$ cat config.mk
export PLATFORM = sky130hd
export DESIGN_NAME = gpu_rasterizer
export DESIGN_NICKNAME = d
export VERILOG_FILES = /design/src/rtl/gpu_rasterizer.sv
export SDC_FILE = /design/constraint.sdc
export NUM_CORES = 1
export LEC_CHECK = 0
export CORE_MARGIN = 2
export CORE_UTILIZATION = 50
export DETAILED_ROUTE_END_ITERATION = 16
export PLACE_DENSITY = 0.74
export SYNTH_ARGS = -nofsm -noshare
export SYNTH_HDL_FRONTEND = slang
export SYNTH_SLANG_ARGS = --single-unit
$ cat constraint.sdc
create_clock -name clk -period 5.8 [get_ports clk]
set_clock_uncertainty 0.15 [all_clocks]
set_input_delay 1.16 -clock clk [delete_from_list [all_inputs] [get_ports clk]]
set_output_delay 1.16 -clock clk [all_outputs]
set_load 0.01 [all_outputs]
$ cat src/rtl/gpu_rasterizer.sv
// gpu_rasterizer: consumer end of the CPU->GPU draw-op FIFO.
// Pops one gpu_op_t at a time and draws it into the back framebuffer at one
// pixel per ce cycle, either as a solid-colour rectangle fill or as a sprite
// blit from the sprite ROM (optionally 2x upscaled).
// Optional feature macro: GPU_SPRITE_TRANSPARENCY_EN -- when defined, sprite
// texels whose opaque bit (sprite_data[1]) is clear are not written.

package gpu_rasterizer_pkg;
  localparam int GPU_SPRITE_AW = 16;

  typedef struct packed {
    logic [9:0]               x;
    logic [9:0]               y;
    logic [9:0]               width;
    logic [9:0]               height;
    logic                     color;
    logic                     mem_en;
    logic [GPU_SPRITE_AW-1:0] mem_addr;
    logic                     scale;
  } gpu_op_t;
endpackage

module gpu_rasterizer
  import gpu_rasterizer_pkg::*;
#(
  parameter int HOR_ACTIVE_PIXELS = 640,
  parameter int VER_ACTIVE_PIXELS = 480,
  parameter int SPRITE_ADDR_WIDTH = 16
) (
  input  logic                                                clk,
  input  logic                                                rst,
  input  logic                                                ce,
  input  gpu_op_t                                             op,
  output logic                                                op_rd_en,
  input  logic                                                op_empty,
  output logic [SPRITE_ADDR_WIDTH-1:0]                        sprite_addr,
  input  logic [1:0]                                          sprite_data,
  output logic                                                fb_wr_en,
  output logic [$clog2(HOR_ACTIVE_PIXELS*VER_ACTIVE_PIXELS)-1:0] fb_addr,
  output logic                                                fb_data,
  output logic                                                idle
);

  localparam int FB_AW = $clog2(HOR_ACTIVE_PIXELS * VER_ACTIVE_PIXELS);

  typedef enum logic [2:0] {
    S_IDLE,
    S_POP,
    S_LATCH,
    S_FILL,
    S_BLIT,
    S_FLUSH
  } state_t;

  state_t state_reg, state_next;

  // Latched op and raster counters
  gpu_op_t    op_reg;
  logic [9:0] col_reg;
  logic [9:0] row_reg;

  // Registered outputs
  logic                         op_rd_en_reg;
  logic                         fb_wr_en_reg;
  logic [FB_AW-1:0]             fb_addr_reg;
  logic                         fb_data_reg;
  logic [SPRITE_ADDR_WIDTH-1:0] sprite_addr_reg;

  // Blit pipeline: pixel position travels one cycle behind its ROM address
  logic             pipe_valid_reg;
  logic [FB_AW-1:0] pipe_addr_reg;
  // High when the visible write is a sprite texel, so data comes from the ROM
  logic             blit_wr_reg;

  // Datapath helpers
  logic [11:0]                  px, py;
  logic                         in_bounds;
  logic [23:0]                  pix_lin;
  logic [FB_AW-1:0]             pix_addr;
  logic                         last_col, last_pix;
  logic [9:0]                   tc, tr, stride;
  logic [10:0]                  width_ext;
  logic [19:0]                  tex_off;
  logic [SPRITE_ADDR_WIDTH-1:0] sprite_next;
  logic                         latch_empty_op;

  // Pixel coordinates, clipping and linear address of the current pixel
  always_comb begin
    px        = 12'(op_reg.x) + 12'(col_reg);
    py        = 12'(op_reg.y) + 12'(row_reg);
    in_bounds = (px < 12'(HOR_ACTIVE_PIXELS)) && (py < 12'(VER_ACTIVE_PIXELS));
    pix_lin   = 24'(py) * 24'(HOR_ACTIVE_PIXELS) + 24'(px);
    pix_addr  = pix_lin[FB_AW-1:0];
    last_col  = (col_reg == op_reg.width - 10'd1);
    last_pix  = last_col && (row_reg == op_reg.height - 10'd1);
  end

  // Texel address: upscaled sprites read each texel for a 2x2 pixel block
  always_comb begin
    width_ext = {1'b0, op_reg.width};
    if (op_reg.scale) begin
      tc     = col_reg >> 1;
      tr     = row_reg >> 1;
      stride = 10'((width_ext + 11'd1) >> 1);
    end else begin
      tc     = col_reg;
      tr     = row_reg;
      stride = op_reg.width;
    end
    tex_off     = 20'(tr) * 20'(stride) + 20'(tc);
    sprite_next = SPRITE_ADDR_WIDTH'(op_reg.mem_addr) + SPRITE_ADDR_WIDTH'(tex_off);
  end

  assign latch_empty_op = (op.width == 10'd0) || (op.height == 10'd0);

  // State register; reset aborts any op in flight
  always_ff @(posedge clk) begin
    if (rst) begin
      state_reg <= S_IDLE;
    end else if (ce) begin
      state_reg <= state_next;
    end
  end

  // Next-state logic
  always_comb begin
    state_next = state_reg;
    case (state_reg)
      S_IDLE:  if (!op_empty) state_next = S_POP;
      S_POP:   state_next = S_LATCH;
      S_LATCH: begin
        if (latch_empty_op)   state_next = S_IDLE;
        else if (op.mem_en)   state_next = S_BLIT;
        else                  state_next = S_FILL;
      end
      S_FILL:  if (last_pix) state_next = S_IDLE;
      S_BLIT:  if (last_pix) state_next = S_FLUSH;
      S_FLUSH: state_next = S_IDLE;
      default: state_next = S_IDLE;
    endcase
  end

  // Datapath: op latch, raster counters, pop strobe, pixel writes, ROM address
  always_ff @(posedge clk) begin
    if (rst) begin
      op_reg          <= '0;
      col_reg         <= '0;
      row_reg         <= '0;
      op_rd_en_reg    <= 1'b0;
      fb_wr_en_reg    <= 1'b0;
      fb_addr_reg     <= '0;
      fb_data_reg     <= 1'b0;
      sprite_addr_reg <= '0;
      pipe_valid_reg  <= 1'b0;
      pipe_addr_reg   <= '0;
      blit_wr_reg     <= 1'b0;
    end else if (ce) begin
      op_rd_en_reg   <= 1'b0;
      fb_wr_en_reg   <= 1'b0;
      pipe_valid_reg <= 1'b0;
      blit_wr_reg    <= 1'b0;
      case (state_reg)
        S_IDLE: begin
          op_rd_en_reg <= !op_empty;
        end
        S_LATCH: begin
          op_reg  <= op;
          col_reg <= '0;
          row_reg <= '0;
        end
        S_FILL: begin
          fb_wr_en_reg <= in_bounds;
          fb_addr_reg  <= pix_addr;
          fb_data_reg  <= op_reg.color;
          if (last_col) begin
            col_reg <= '0;
            row_reg <= row_reg + 10'd1;
          end else begin
            col_reg <= col_reg + 10'd1;
          end
        end
        S_BLIT: begin
          // Stage 1: issue ROM address for this pixel
          sprite_addr_reg <= sprite_next;
          pipe_valid_reg  <= in_bounds;
          pipe_addr_reg   <= pix_addr;
          // Stage 2: write the previous pixel once its texel arrives
          fb_wr_en_reg    <= pipe_valid_reg;
          fb_addr_reg     <= pipe_addr_reg;
          blit_wr_reg     <= 1'b1;
          if (last_col) begin
            col_reg <= '0;
            row_reg <= row_reg + 10'd1;
          end else begin
            col_reg <= col_reg + 10'd1;
          end
        end
        S_FLUSH: begin
          fb_wr_en_reg <= pipe_valid_reg;
          fb_addr_reg  <= pipe_addr_reg;
          blit_wr_reg  <= 1'b1;
        end
        default: ;
      endcase
    end
  end

  assign op_rd_en    = op_rd_en_reg;
  assign sprite_addr = sprite_addr_reg;
  assign fb_addr     = fb_addr_reg;
  // Texel colour arrives from the ROM in the same cycle as its write strobe
  assign fb_data     = blit_wr_reg ? sprite_data[0] : fb_data_reg;
  assign idle        = (state_reg == S_IDLE) && op_empty;

`ifdef GPU_SPRITE_TRANSPARENCY_EN
  assign fb_wr_en = fb_wr_en_reg && (!blit_wr_reg || sprite_data[1]);
`else
  logic unused_opaque;
  assign unused_opaque = sprite_data[1];
  assign fb_wr_en      = fb_wr_en_reg;
`endif

endmodule

======== Yosys cells after proc, flatten, opt, wreduce, memory -nomap -nowiden ========
Cells that the tools add are included.
storage, ports and cells
  output and inout port bits .............. 39
  bits in registers ....................... 140
  bits of input ports ..................... 65
operators by class
  $mul .................................... 2
  multiplexer cells ....................... 19
  eq/ne operators ......................... 11
  reduce and logical (&&, ||, !) cells .... 19
  add/subtract/negate cells ............... 10
  $lt $le $gt $ge ......................... 2
operators by type and width
  kind                     number
  $mux W10                 5
  $pmux W10 S2             2
  $pmux W19 S2             1
  $add A10 B10 Y11         2
  $add A10 B1 Y10 const B  2
  $eq A10 B10 Y1           2
  $logic_not A10 Y1        2
  $sub A10 B1 Y10 const B  2
  $add A19 B11 Y19         1
  $add A16 B10 Y16         1
  $add A16 B16 Y16         1
  $mul A10 B10 Y16         1
  $mux W3                  5
  $pmux W3 S5              1
  $mul A11 B3 Y12 const B  1
  $add A10 B1 Y11 const B  1
  $lt A11 B10 Y1 const B   1
  $lt A11 B9 Y1 const B    1
  $reduce_and A2 Y1        5
  $eq A3 B2 Y1 const B     2
  $eq A3 B3 Y1 const B     2
  $ne A2 B2 Y1 const B     3
  $mux W1                  4
  $reduce_and A4 Y1        1
  10 further kinds         14

======== Depth between registers and ports, before layout ========
  depth after elaboration ................. 5
  mapped depth ............................ 25
  depth with buffers taken out ............ 24

======== Least setup slack after synthesis ========
Ideal clock, no wire load.
  kind .................................... register to register
  start ................................... reg op_reg[0] (netlist name)
  end ..................................... reg sprite_addr_reg[13] (netlist: sprite_addr[13])
  data required time ...................... 5.580 ns
  arrival ................................. 5.818 ns
  stages on the path, launching flop included .. 23
  clock period less this slack ............ 6.038 ns
  path slack .............................. -0.238 ns
  cell sequence ........................... dfxtp_1 > clkbuf_1 > buf_1 > clkbuf_1 > a21oi_1 > nor2_1 > nand2_1 > fa_1 > fa_1 > fa_1 > inv_1 > fa_1 > inv_1 > fa_1 > inv_1 > ha_1 > or2_2 > a21oi_1 > a211oi_1 > nor3_1 > xnor2_1 > nand2_1 > a21oi_1
on the way
  word-level cells in the longest chain between the ends .. 4
  elaborated cells between the ends (all ways) .. 6
ends and longest elaborated chain
  what                    RTL line  text
  start, declared         58        gpu_op_t op_reg;
  start signal, assigned  167       op_reg <= op;
  $mux W10                101       if (op_reg.scale) begin
  $mul A10 B10 Y16        110       tex_off = 20'(tr) * 20'(stride) + 20'(tc);
  $add A16 B10 Y16 *      110
  $add A16 B16 Y16 *      111       sprite_next = SPRITE_ADDR_WIDTH'(op_reg.mem_addr) + SPRITE_ADDR_WIDTH'(tex_off);
  end signal, assigned    184       sprite_addr_reg <= sprite_next;
  end, declared           67        logic [SPRITE_ADDR_WIDTH-1:0] sprite_addr_reg;
Every way passes the cells marked *; elsewhere a longest branch is shown, timed or not.
A chain may end at the register's enable or synchronous reset.

======== Worst setup path after layout ========
  start ................................... reg op_reg[29] (netlist name)
  end ..................................... reg sprite_addr_reg[14] (netlist: sprite_addr[14])
on the way
  word-level cells in the longest chain between the ends .. 5
ends and longest elaborated chain
  what                RTL line  text
  $add A10 B1 Y11     104       stride = 10'((width_ext + 11'd1) >> 1);
  $mux W10 *          101
  $mul A10 B10 Y16 *  110
  $add A16 B10 Y16 *  110
  $add A16 B16 Y16 *  111
Marks and branches as above.

==> results summary <==
In the final layout, the share of cells above drive strength 1 is 0.1392. The number of CTS-inserted buffers is 17. The static power due to leakage is 5.851 nW.

The final cycle utilization of the critical path is 0.9790. The Yosys warning count came out at 0. For this run, the register share of the synthesized area comes to 0.2425. The H-tree level count came out at 4. The number of iterations in the first detailed-routing pass came out at 5. Counting flops with an async set or reset pin after synthesis yields a share of 0. The post-DP HPWL is 22.73 mm.

The number of input and output port buffers inserted came out at 102. The transition time at the pin with the least slew margin came out at 1144 ps. The via count normalized by instance count came out at 5.497. The final-layout worst hold slack is 299.6 ps.

The hold path startpoint is fb_addr[8]. By area, the combinational part of the netlist is dominated by adder cells. The slack of the worst reg-to-reg path came out at 120 ps.

For this block, the routed nets add up to 30.45 mm of wire. The number of vias after detailed routing is 10,373. The mean area per synthesized cell is 7.986 um^2. The distinct cell type count after synthesis is 73. The die covers 0.02434 mm^2. The via count of the first global-routing pass was 10,003.

The worst-case clock buffer depth is 2. The critical-path cell with the highest stage delay is sky130_fd_sc_hd__fa_1. The share of synthesized area in the top cell type comes to 0.2425. The number of nets at the end of the flow came out at 1,824. The final hold violation count came to 0. The most numerous cell type found on the critical path is sky130_fd_sc_hd__fa_1.

The achievable frequency came out at 176.1 MHz. The path type of the worst setup path is reg2reg. The power density over the cells came out at 161.6 mW/mm^2. The number of pins exceeding their max-slew limit in the final report is 0.

The number of DRC markers after the initial detailed-route iteration came out at 628. The cell depth of the worst flop-to-flop path is 22. The number of flip-flops under the largest register name came out at 58. The signal on the critical path passes through ha_4 > and4_4 > buf_4 > nand2_2 > a32oi_2 > nor2_2 > fa_1 > inv_1 > fa_1 > inv_1 > fa_1 > fa_1 > inv_1 > fa_1 > inv_1 > ha_2 > buf_4 > and3_4 > a21oi_2 > a211o_1 > nor4_2 > nand3b_1. The simple-gate area share of the yosys netlist came out at 0.2203. The largest total area in the synthesized netlist belongs to sky130_fd_sc_hd__dfxtp_1. The initialized floorplan defines 55 standard-cell rows. The delay of the slowest critical-path stage is 530 ps. The worst slack after detailed placement is -139.3 ps.

The sum of overflow across all layers after global routing is 0. The master cell of the clock root buffer is sky130_fd_sc_hd__clkbuf_16. In this run the worst path has a maximum fanout of 4.

The final instance count without filler cells came out at 1,887. The vertical extent of the die came out at 156.0 um. The clock latency of the later-clocked register in the worst-skew pair is 440 ps. The net count after synthesis is 1,681. The clock net sink count is 140. The number of max-cap violations is 0.

The xor and xnor area share after synthesis came out at 0.06334. The most critical setup path has its startpoint at op_reg[29]. The startpoint class of the critical path is a flip-flop. The detail route stage leaves a number of antenna-violating nets equal to 0.

For this run, global-route usage on met1 was measured as 0.3444. By area the synthesized netlist is led by sky130_fd_sc_hd__dfxtp_1 24%, sky130_fd_sc_hd__fa_1 15%, sky130_fd_sc_hd__nand2_1 9.4%. The DRC violations left is 0.

Setup slack closes at 121.9 ps. The worst min-delay path endpoint is fb_addr[8]. TritonCTS built the clock tree. Of the total synthesized cell area, the portion taken by full adders, half adders and majority gates is 0.2395. The met3 capacity usage during global routing is 0.03500. The cell count of the worst hold path came out at 2. After floorplanning, the core was sized to cover 0.02264 mm^2. In this run the worst hold path is classified as reg2reg. The synthesized flop and latch total came out at 140. The most common flop cell mapped by yosys is sky130_fd_sc_hd__dfxtp_1. After clock tree synthesis, the clock-pin slew on the worst setup and hold paths is 60 ps.

The post-synthesis instance total is 1,447. The initial antenna violation count is 0. The repair_antennas step left the layout with diodes totalling 0. Entering global routing, the biggest net connects 108 pins. The routed wire length per instance came out at 16.14 um.

The met2 demand-to-capacity share in global routing came out at 0.4176. 104 I/O pins were placed. Headroom to the max-slew limit came out at 0.2364.

Across the VDD grid, the largest voltage drop is 0.0001213 V. The final number of setup-violating endpoints came out at 0. STA classifies the critical path endpoint as a flip-flop.

The endpoint of the worst register-to-register path is sprite_addr[14]. The post-synthesis instance area came out at 0.01156 mm^2. The first global-routing pass estimated 49.17 mm of wire. The initial utilization of the core area, before any placement, comes to 0.5104.

For the worst setup path, the data required time is 6020 ps. The growth of design area from synthesis to finish is 23.41%. met2 is the most crowded layer. The critical path arrival came out at 5890 ps. The final sum of negative setup slack came out at 0 ps. After synthesis, the share of cell area in mux cells is 0.03129. The number of enable flip-flop cells after synthesis came out at 0. The reg-to-reg critical path startpoint is op_reg[29].

The fraction of the mapped netlist area in compound gates is 0.1347. The minimum period implied by the final worst setup slack came out at 5678 ps. The number of instances in the placed design came out at 1,843. The run finished with clean final reports. The die outline width is 156.0 um. At the end of routability-driven placement, the weighted congestion stood at 0.9244. Across every metal layer, demand over resource in global routing totals 0.2533.
-- kinds of logic (layout without fill, tap and decap cells) --
family,after synthesis,count (layout)
compound gates,251,251
mux,34,34
buf+inv,207,362
fa+ha+maj,169,169
flops,140,140
xor+xnor,82,82
simple gates,564,564
-- cell usage after synthesis (4+ instances only) --
cell / number
sky130_fd_sc_hd__nand2_1: 289
sky130_fd_sc_hd__dfxtp_1: 140
sky130_fd_sc_hd__inv_1: 131
sky130_fd_sc_hd__a21oi_1: 121
sky130_fd_sc_hd__nor2_1: 119
sky130_fd_sc_hd__fa_1: 87
sky130_fd_sc_hd__ha_1: 82
sky130_fd_sc_hd__clkbuf_1: 65
sky130_fd_sc_hd__xnor2_1: 57
sky130_fd_sc_hd__o21ai_0: 29
sky130_fd_sc_hd__nand3_1: 24
sky130_fd_sc_hd__xor2_1: 24
sky130_fd_sc_hd__nor3_1: 23
sky130_fd_sc_hd__a211oi_1: 21
sky130_fd_sc_hd__mux2_2: 17
sky130_fd_sc_hd__mux2i_1: 17
sky130_fd_sc_hd__nor2b_1: 14
sky130_fd_sc_hd__nand4_1: 12
sky130_fd_sc_hd__nand2b_1: 11
sky130_fd_sc_hd__o21a_1: 11
sky130_fd_sc_hd__or3_1: 11
sky130_fd_sc_hd__a311oi_1: 10
sky130_fd_sc_hd__and2_1: 10
sky130_fd_sc_hd__nor4_1: 9
sky130_fd_sc_hd__a21o_1: 8
sky130_fd_sc_hd__nand3b_1: 8
sky130_fd_sc_hd__o211ai_1: 8
sky130_fd_sc_hd__and3_1: 7
sky130_fd_sc_hd__buf_1: 7
sky130_fd_sc_hd__o31ai_1: 6
sky130_fd_sc_hd__and4_1: 4
sky130_fd_sc_hd__o211a_1: 4
-- worst max-delay path by stage --
stage / slack, ps / to
finish: 120 / sprite_addr[14]
floorplan: 20 / sprite_addr[13]
global placement: -100 / sprite_addr[13]
CTS: 0.8 / sprite_addr[13]
detailed placement: -140 / sprite_addr[13]
global route: -90 / sprite_addr[14]
-- metrics by stage --
stage | total power, mW | util | instance area (um^2)
detailed placement | 1.245 | 0.5865 | 13280
global placement | 1.242 | 0.5865 | 13280
floorplan | 1.146 | - | 11570
CTS | 2.305 | 0.6129 | 13880
global route | 2.385 | 0.6299 | 14260
finish | 2.305 | 0.6299 | 14260
-- report_power, final --
part / internal, mW / leakage, nW / total [mW] / switching (mW)
Clock: 0.606 / 0.265 / 1.07 / 0.465
Combinational: 0.114 / 4.45 / 0.240 / 0.126
Sequential: 0.975 / 1.13 / 0.994 / 0.0181
-- cell type report --
type	count	area, um^2
fillers	1935	8379
multi-input cells	1100	8273
flip-flops and latches	140	2815
repair buffers	199	1762
inverters	132	495.5
clock buffers	20	446.7
well taps	285	356.6
clock inverters	11	112.6
-- critical path, delay by kind of cell, from the launching register on --
family                     cells  cell delay [ps]
and+or+nand+nor                6              950
DFF                            1              370
AOI/OAI and AO/OA              3              680
buffers and inverters          6              450
adders and majority gates      7             3010
-- layout by cell type (no fill, tap or decap), types with 20 or more instances in the layout --
cell,count
sky130_fd_sc_hd__nand2_1,281
sky130_fd_sc_hd__dfxtp_1,136
sky130_fd_sc_hd__inv_1,129
sky130_fd_sc_hd__a21oi_1,117
sky130_fd_sc_hd__nor2_1,111
sky130_fd_sc_hd__clkdlybuf4s50_1,101
sky130_fd_sc_hd__buf_4,94
sky130_fd_sc_hd__fa_1,84
sky130_fd_sc_hd__ha_1,74
sky130_fd_sc_hd__xnor2_1,54
sky130_fd_sc_hd__xor2_1,24
sky130_fd_sc_hd__nand3_1,23
sky130_fd_sc_hd__o21ai_0,23
sky130_fd_sc_hd__nor3_1,20
-- per-layer routing --
| layer | routed length (um) | vias up |
|---|---|---|
| met5 | 0 | - |
| met4 | 605 | 0 |
| met3 | 1385 | 50 |
| met2 | 14450 | 281 |
| met1 | 14010 | 4955 |
| li1 | - | 5087 |
-- what timing repair did --
item | in CTS | in global routing
hold buffers | 0 | 0
pin swaps | 3 | 44
buffers inserted | 1 | 12
gates resized for setup | 10 | 74
setup endpoints to repair | 7 | 8
Power figures use the tool's default switching activity.
